[src/rtl/pad_bank_pkg.sv]
// Shared types and constants for the pad bank controller.
// Lane state encoding, turnaround counter width and default parameter values.
package pad_bank_pkg;

  // Wide enough for TURN_CYCLES + SYNC_STAGES up to 19.
  localparam int unsigned CntW = 5;

  localparam int unsigned DefNpads      = 8;
  localparam int unsigned DefSyncStages = 2;
  localparam int unsigned DefTurnCycles = 1;

  typedef enum logic [1:0] {
    StIn,
    StTurnOut,
    StOut,
    StTurnIn
  } lane_state_e;

endpackage

[src/rtl/pad_bank_lane.sv]
// One pad lane: direction FSM with turnaround gap, return-path synchronizer,
// edge detection and a sticky status bit. Open-drain mode under PAD_BANK_OPEN_DRAIN_EN.
module pad_bank_lane
  import pad_bank_pkg::*;
#(
  parameter int unsigned SYNC_STAGES = DefSyncStages,
  parameter int unsigned TURN_CYCLES = DefTurnCycles
) (
  input  logic clk,
  input  logic rst,
  input  logic drive_dir,
  input  logic drive_data,
`ifdef PAD_BANK_OPEN_DRAIN_EN
  input  logic od_mode,
`endif
  output logic pad_oen,
  output logic pad_data,
  input  logic pad_ret,
  output logic sync_val,
  input  logic rise_en,
  input  logic fall_en,
  input  logic clr,
  output logic status
);

  localparam logic [CntW-1:0] TurnOutLoad = CntW'(TURN_CYCLES);
  localparam logic [CntW-1:0] TurnInLoad  = CntW'(TURN_CYCLES + SYNC_STAGES);

  lane_state_e            state_q, state_d;
  logic [CntW-1:0]        cnt_q, cnt_d;
  logic                   oen_q, oen_d;
  logic                   data_q, data_d;
  logic [SYNC_STAGES-1:0] sync_q;
  logic                   prev_q;
  logic [SYNC_STAGES:0]   vld_q;
  logic                   status_q, status_d;
  logic                   rise, fall, qual;

  always_comb begin
    state_d = state_q;
    cnt_d   = cnt_q;
    case (state_q)
      StIn: begin
        if (drive_dir) begin
          state_d = StTurnOut;
          cnt_d   = TurnOutLoad;
        end
      end
      StTurnOut: begin
        if (!drive_dir) begin
          state_d = StIn;
          cnt_d   = '0;
        end else if (cnt_q == '0) begin
          state_d = StOut;
        end else begin
          cnt_d = cnt_q - 1'b1;
        end
      end
      StOut: begin
        if (!drive_dir) begin
          state_d = StTurnIn;
          cnt_d   = TurnInLoad;
        end
      end
      StTurnIn: begin
        // The full gap always elapses, even if the request flips back.
        if (cnt_q == '0) begin
          if (drive_dir) begin
            state_d = StTurnOut;
            cnt_d   = TurnOutLoad;
          end else begin
            state_d = StIn;
          end
        end else begin
          cnt_d = cnt_q - 1'b1;
        end
      end
      default: begin
        state_d = StIn;
        cnt_d   = '0;
      end
    endcase
  end

  // Pad controls derive from the next state so OEN changes on the deciding edge.
  always_comb begin
    oen_d  = 1'b1;
    data_d = drive_data;
    if (state_d == StOut) begin
`ifdef PAD_BANK_OPEN_DRAIN_EN
      if (od_mode) begin
        oen_d  = drive_data;
        data_d = 1'b0;
      end else begin
        oen_d = 1'b0;
      end
`else
      oen_d = 1'b0;
`endif
    end
  end

  assign sync_val = sync_q[SYNC_STAGES-1];
  assign rise     = sync_val & ~prev_q;
  assign fall     = ~sync_val & prev_q;
  // Edges count only once prev holds a real synchronized sample and the pad is released.
  assign qual     = (state_q == StIn) & vld_q[SYNC_STAGES];

  always_comb begin
    status_d = (status_q & ~clr) | (qual & ((rise & rise_en) | (fall & fall_en)));
  end

  always_ff @(posedge clk or posedge rst) begin
    if (rst) begin
      state_q  <= StIn;
      cnt_q    <= '0;
      oen_q    <= 1'b1;
      data_q   <= 1'b0;
      sync_q   <= '0;
      prev_q   <= 1'b0;
      vld_q    <= '0;
      status_q <= 1'b0;
    end else begin
      state_q  <= state_d;
      cnt_q    <= cnt_d;
      oen_q    <= oen_d;
      data_q   <= data_d;
      sync_q   <= {sync_q[SYNC_STAGES-2:0], pad_ret};
      prev_q   <= sync_val;
      vld_q    <= {vld_q[SYNC_STAGES-1:0], 1'b1};
      status_q <= status_d;
    end
  end

  assign pad_oen  = oen_q;
  assign pad_data = data_q;
  assign status   = status_q;

endmodule

[src/rtl/pad_bank_ctrl.sv]
// Core-side controller for a bank of bidirectional pads: one lane per pad plus irq OR.
// Optional open-drain drive per pad when PAD_BANK_OPEN_DRAIN_EN is defined (adds od_i).
module pad_bank_ctrl
  import pad_bank_pkg::*;
#(
  parameter int unsigned NPADS       = DefNpads,
  parameter int unsigned SYNC_STAGES = DefSyncStages,
  parameter int unsigned TURN_CYCLES = DefTurnCycles
) (
  input  logic             clk,
  input  logic             rst,
  input  logic [NPADS-1:0] dir_i,
  input  logic [NPADS-1:0] out_i,
`ifdef PAD_BANK_OPEN_DRAIN_EN
  input  logic [NPADS-1:0] od_i,
`endif
  output logic [NPADS-1:0] pad_oen_o,
  output logic [NPADS-1:0] pad_i_o,
  input  logic [NPADS-1:0] pad_o_i,
  output logic [NPADS-1:0] in_o,
  input  logic [NPADS-1:0] rise_en_i,
  input  logic [NPADS-1:0] fall_en_i,
  input  logic [NPADS-1:0] irq_clr_i,
  output logic [NPADS-1:0] irq_status_o,
  output logic             irq_o
);

  for (genvar g = 0; g < NPADS; g++) begin : g_lane
    pad_bank_lane #(
      .SYNC_STAGES(SYNC_STAGES),
      .TURN_CYCLES(TURN_CYCLES)
    ) u_lane (
      .clk        (clk),
      .rst        (rst),
      .drive_dir  (dir_i[g]),
      .drive_data (out_i[g]),
`ifdef PAD_BANK_OPEN_DRAIN_EN
      .od_mode    (od_i[g]),
`endif
      .pad_oen    (pad_oen_o[g]),
      .pad_data   (pad_i_o[g]),
      .pad_ret    (pad_o_i[g]),
      .sync_val   (in_o[g]),
      .rise_en    (rise_en_i[g]),
      .fall_en    (fall_en_i[g]),
      .clr        (irq_clr_i[g]),
      .status     (irq_status_o[g])
    );
  end

  // OR of flopped status bits; no extra stage so irq tracks status exactly.
  assign irq_o = |irq_status_o;

endmodule

[config.mk]
export PLATFORM = sky130hd
export DESIGN_NAME = pad_bank_ctrl
export DESIGN_NICKNAME = d
export VERILOG_FILES = /design/src/rtl/pad_bank_pkg.sv /design/src/rtl/pad_bank_lane.sv /design/src/rtl/pad_bank_ctrl.sv
export SDC_FILE = /design/constraint.sdc
export NUM_CORES = 1
export LEC_CHECK = 0
export ABC_AREA = 0
export CORE_ASPECT_RATIO = 1.75
export CORE_UTILIZATION = 49
export DETAILED_ROUTE_END_ITERATION = 10
export GPL_TIMING_DRIVEN = 0
export PLACE_DENSITY = 0.81
export SLEW_MARGIN = 40
export SYNTH_ARGS = -nofsm -noshare
export SYNTH_HDL_FRONTEND = slang
export SYNTH_SLANG_ARGS = --single-unit
[constraint.sdc]
create_clock -name clk -period 3 [get_ports clk]
set_input_delay 0.3 -clock clk [delete_from_list [all_inputs] [get_ports clk]]
set_output_delay 0.3 -clock clk [all_outputs]
set_load 0.005 [all_outputs]
==> out/results.ini <==
[outcome]
status = completed

[drt]
wl_per_cell_um = 15.0
ant_nets = 0
drc_errors = 0
vias = 4527
wirelength_um = 12000
drtIter0Drc = 249
viasPerCell = 5.64
dr.pass1.iters = 5

[clocking]
clock_latency_ns = 0.35
cts_buffers = 9
clkSlewWorstSetupHoldPaths_ns = 0.07
htreeDepth = 3
clock-sinks = 107
cts_hold_buf = 0
cts_setup_buffers = 0
cts_tree = built
cts.repair.resized = 0
cts_root_buf = clkbuf_16
clock_path_buffers = 2

[final_layout]
drive_above_1_share_pct = 11.7
fillers = 827
regArea_mm2 = 0.00269
multiInputGateArea_mm2 = 0.00222
area_delta_synth_final_pct = 27.0
fin_nets = 726
antenna_cells = 0

[floorplanning]
ioPinCount = 83
die_y_um = 141
std_cell_rows = 50
initial_core_util_pct = 50.5
dieWidth_um = 81.3
die_area_mm2 = 0.0115
coreArea_mm2 = 0.0107

[logic_synthesis]
synthArstFlopShare_pct = 100
synth_most_common_cell = dfrtp_1
synth_edf_count = 0
synth_top_cell_by_area = dfrtp_1
ys_warn_count = 0
synth_ff_type = dfrtp_1
syn_inst = 571
avgSynthCellArea_um2 = 9.45
yosys-top-cells-area = dfrtp_1 46%, buf_4 4.5%, o21ai_0 4.3%
syn_area_mm2 = 0.00540
syn_nets = 629
synth_seq_cells = 107
netlist_top_cells_count = 99 x dfrtp_1, 52 x nand2_1, 46 x o21ai_0
synth.top_cell.area_share_pct = 45.9
synth_cell_types = 62
ys_seq_area_share_pct = 49.8

[timing]
hold_viol_final = 0
skew_ns = 0.00835
fmax_ghz = 0.468
setup_viol = 0
period_minus_slack_ns = 2.14
grt_setup_unrepaired = false
period_share_pct = 71.3
setup_tns_ns = 0
drv_slew = 0
relSlewSlack_pct = 51.9
max_slew.worst_pin.slew_ns = 0.720

[power_and_ir_drop]
ir_worst_vdd_v = 0.000598
p_leak_nw = 2.97
powerDensity_mw_per_mm2 = 904
total_power_mw = 6.19

[worst_setup_path]
crit_fanout = 5
reg2reg_to = g_lane[3].u_lane.cnt_q[0]$_DFFE_PP0P_
crit_top_cell = a2111oi_0
r2r_slack_ns = 0.86
critPathKind = reg -> reg
cp.required_ns = 3.20
cp-start-kind = register
r2r_start = g_lane[3].u_lane.cnt_q[0]$_DFFE_PP0P_
path_cells = inv_1 -> ha_1 -> or4b_1 -> a2111oi_0 -> a2111oi_0
slowest_stage = or4b_1
endpoint_kind = register
critical_path.top_delay_family = compound AO/OA/AOI/OAI gates
slowest_delay_ns = 0.56
crit_arrival_ns = 2.34
reg2reg_depth = 5
critPathBufInv = 1

[global_route]
antenna_found_initial = 0
grt_pass1_wl_um = 20200
track_usage_pct = 22.8
first_global_vias = 4532
grt_max_degree = 27
grt_overflow_total = 0

[placed_design]
place_congestion = 0.840
dp_hpwl_um = 9070
portBuffers = 81

[flow_run]
drv_cap = 0

[worst_hold_path]
hp-class = in -> async

## cells by family (layout without fill, tap and decap cells)
| logic type | Yosys count | in the layout | share of synthesized area (%) |
|---|---|---|---|
| AOI/OAI and AO/OA | 152 | 152 | 17.7 |
| xor gates and xnor gates | 11 | 11 | 1.79 |
| adders and majority gates | 11 | 11 | 2.41 |
| buffers and inverters | 97 | 199 | 8.99 |
| DFF | 107 | 107 | 49.8 |
| muxes | 5 | 5 | 0.997 |
| other | 1 | 1 | 0.0695 |
| and+or+nand+nor | 187 | 187 | 18.3 |
## worst max path at each step
| stage | from | to | slack [ns] | depth (start not counted) |
|---|---|---|---|---|
| 3_3_place_gp | rst | g_lane[0].u_lane.sync_q[1]$_DFF_PP0_ | 0.36 | 2 |
| 3_5_place_dp | g_lane[3].u_lane.cnt_q[0]$_DFFE_PP0P_ | g_lane[3].u_lane.cnt_q[0]$_DFFE_PP0P_ | 0.96 | 6 |
| 4_1_cts | g_lane[2].u_lane.cnt_q[1]$_DFFE_PP0P_ | g_lane[2].u_lane.cnt_q[0]$_DFFE_PP0P_ | 0.94 | 7 |
| 2_1_floorplan | g_lane[7].u_lane.cnt_q[0]$_DFFE_PP0P_ | g_lane[7].u_lane.state_q[0]$_DFF_PP0_ | 1.17 | 7 |
| 5_1_grt | g_lane[3].u_lane.cnt_q[0]$_DFFE_PP0P_ | g_lane[3].u_lane.cnt_q[0]$_DFFE_PP0P_ | 0.76 | 6 |
| 6_report | g_lane[3].u_lane.cnt_q[0]$_DFFE_PP0P_ | g_lane[3].u_lane.cnt_q[0]$_DFFE_PP0P_ | 0.86 | 5 |
## worst register-to-register path: cells and delay by family (launching register included)
family                     cells  cell delay [ns]
AOI/OAI and AO/OA              2             0.68
adders and majority gates      1             0.23
buffers and inverters          1             0.09
and+or+nand+nor                1             0.56
DFF                            1             0.43
## sequential cells by signal (all words and copies together), names as in the netlist
register / flops
g_lane.u_lane.prev_q: 8
g_lane.u_lane.status: 8
g_lane.u_lane.sync_q: 16
g_lane.u_lane.pad_data: 8
g_lane.u_lane.pad_oen: 8
g_lane.u_lane.vld_q: 3
g_lane.u_lane.state_q: 16
g_lane.u_lane.cnt_q: 40
## metrics by stage
step / utilization, % / setup slack, ns / instances / cell area, um^2 / hold slack [ns]
after floorplan: - / 1.17 / 571 / 5400 / 0.331
after global routing: 64.1 / 0.763 / 803 / 6860 / 0.252
after CTS: 64.1 / 0.939 / 803 / 6860 / 0.238
after global placement: 59.6 / 0.364 / 782 / 6370 / 0.331
final: 64.1 / 0.862 / 803 / 6860 / 0.238
after detailed placement: 60.8 / 0.959 / 787 / 6500 / 0.337
## metal layers
metal	vias up	GRT usage [%]	share of wire (%)
met2	140	41.8	56
met1	2194	24.3	37
li1	2174	-	-
met4	0	8.18	2.2
met5	-	0	0
met3	19	5.70	4.9
## layout by cell type (no fill, tap or decap), types with 10 or more instances in the layout
| cell | n |
|---|---|
| a211oi_1 | 10 |
| a21oi_1 | 38 |
| buf_4 | 32 |
| clkbuf_1 | 24 |
| clkdlybuf4s50_1 | 81 |
| dfrtp_1 | 99 |
| inv_1 | 37 |
| nand2_1 | 52 |
| nand3_1 | 11 |
| nor2_1 | 43 |
| nor2b_1 | 12 |
| nor3_1 | 16 |
| o21ai_0 | 46 |
## cell type report
type | instances | share of cell area, %
tap | 130 | 2.37
sequential | 107 | 39.2
clock inverter | 6 | 1.62
clock buffer | 10 | 3.49
timing repair buffer | 86 | 13.7
inverter | 39 | 2.19
buffer | 58 | 4.95
multi-input combinational | 367 | 32.5
## report_power, final
group          leakage [nW]  internal, mW  switching, mW  total, mW
Sequential             1.32          1.84          0.335       2.18
Clock                 0.169         0.840          0.525       1.36
Combinational          1.48          1.19           1.47       2.65
No activity file was read; power rests on OpenSTA's default activity.
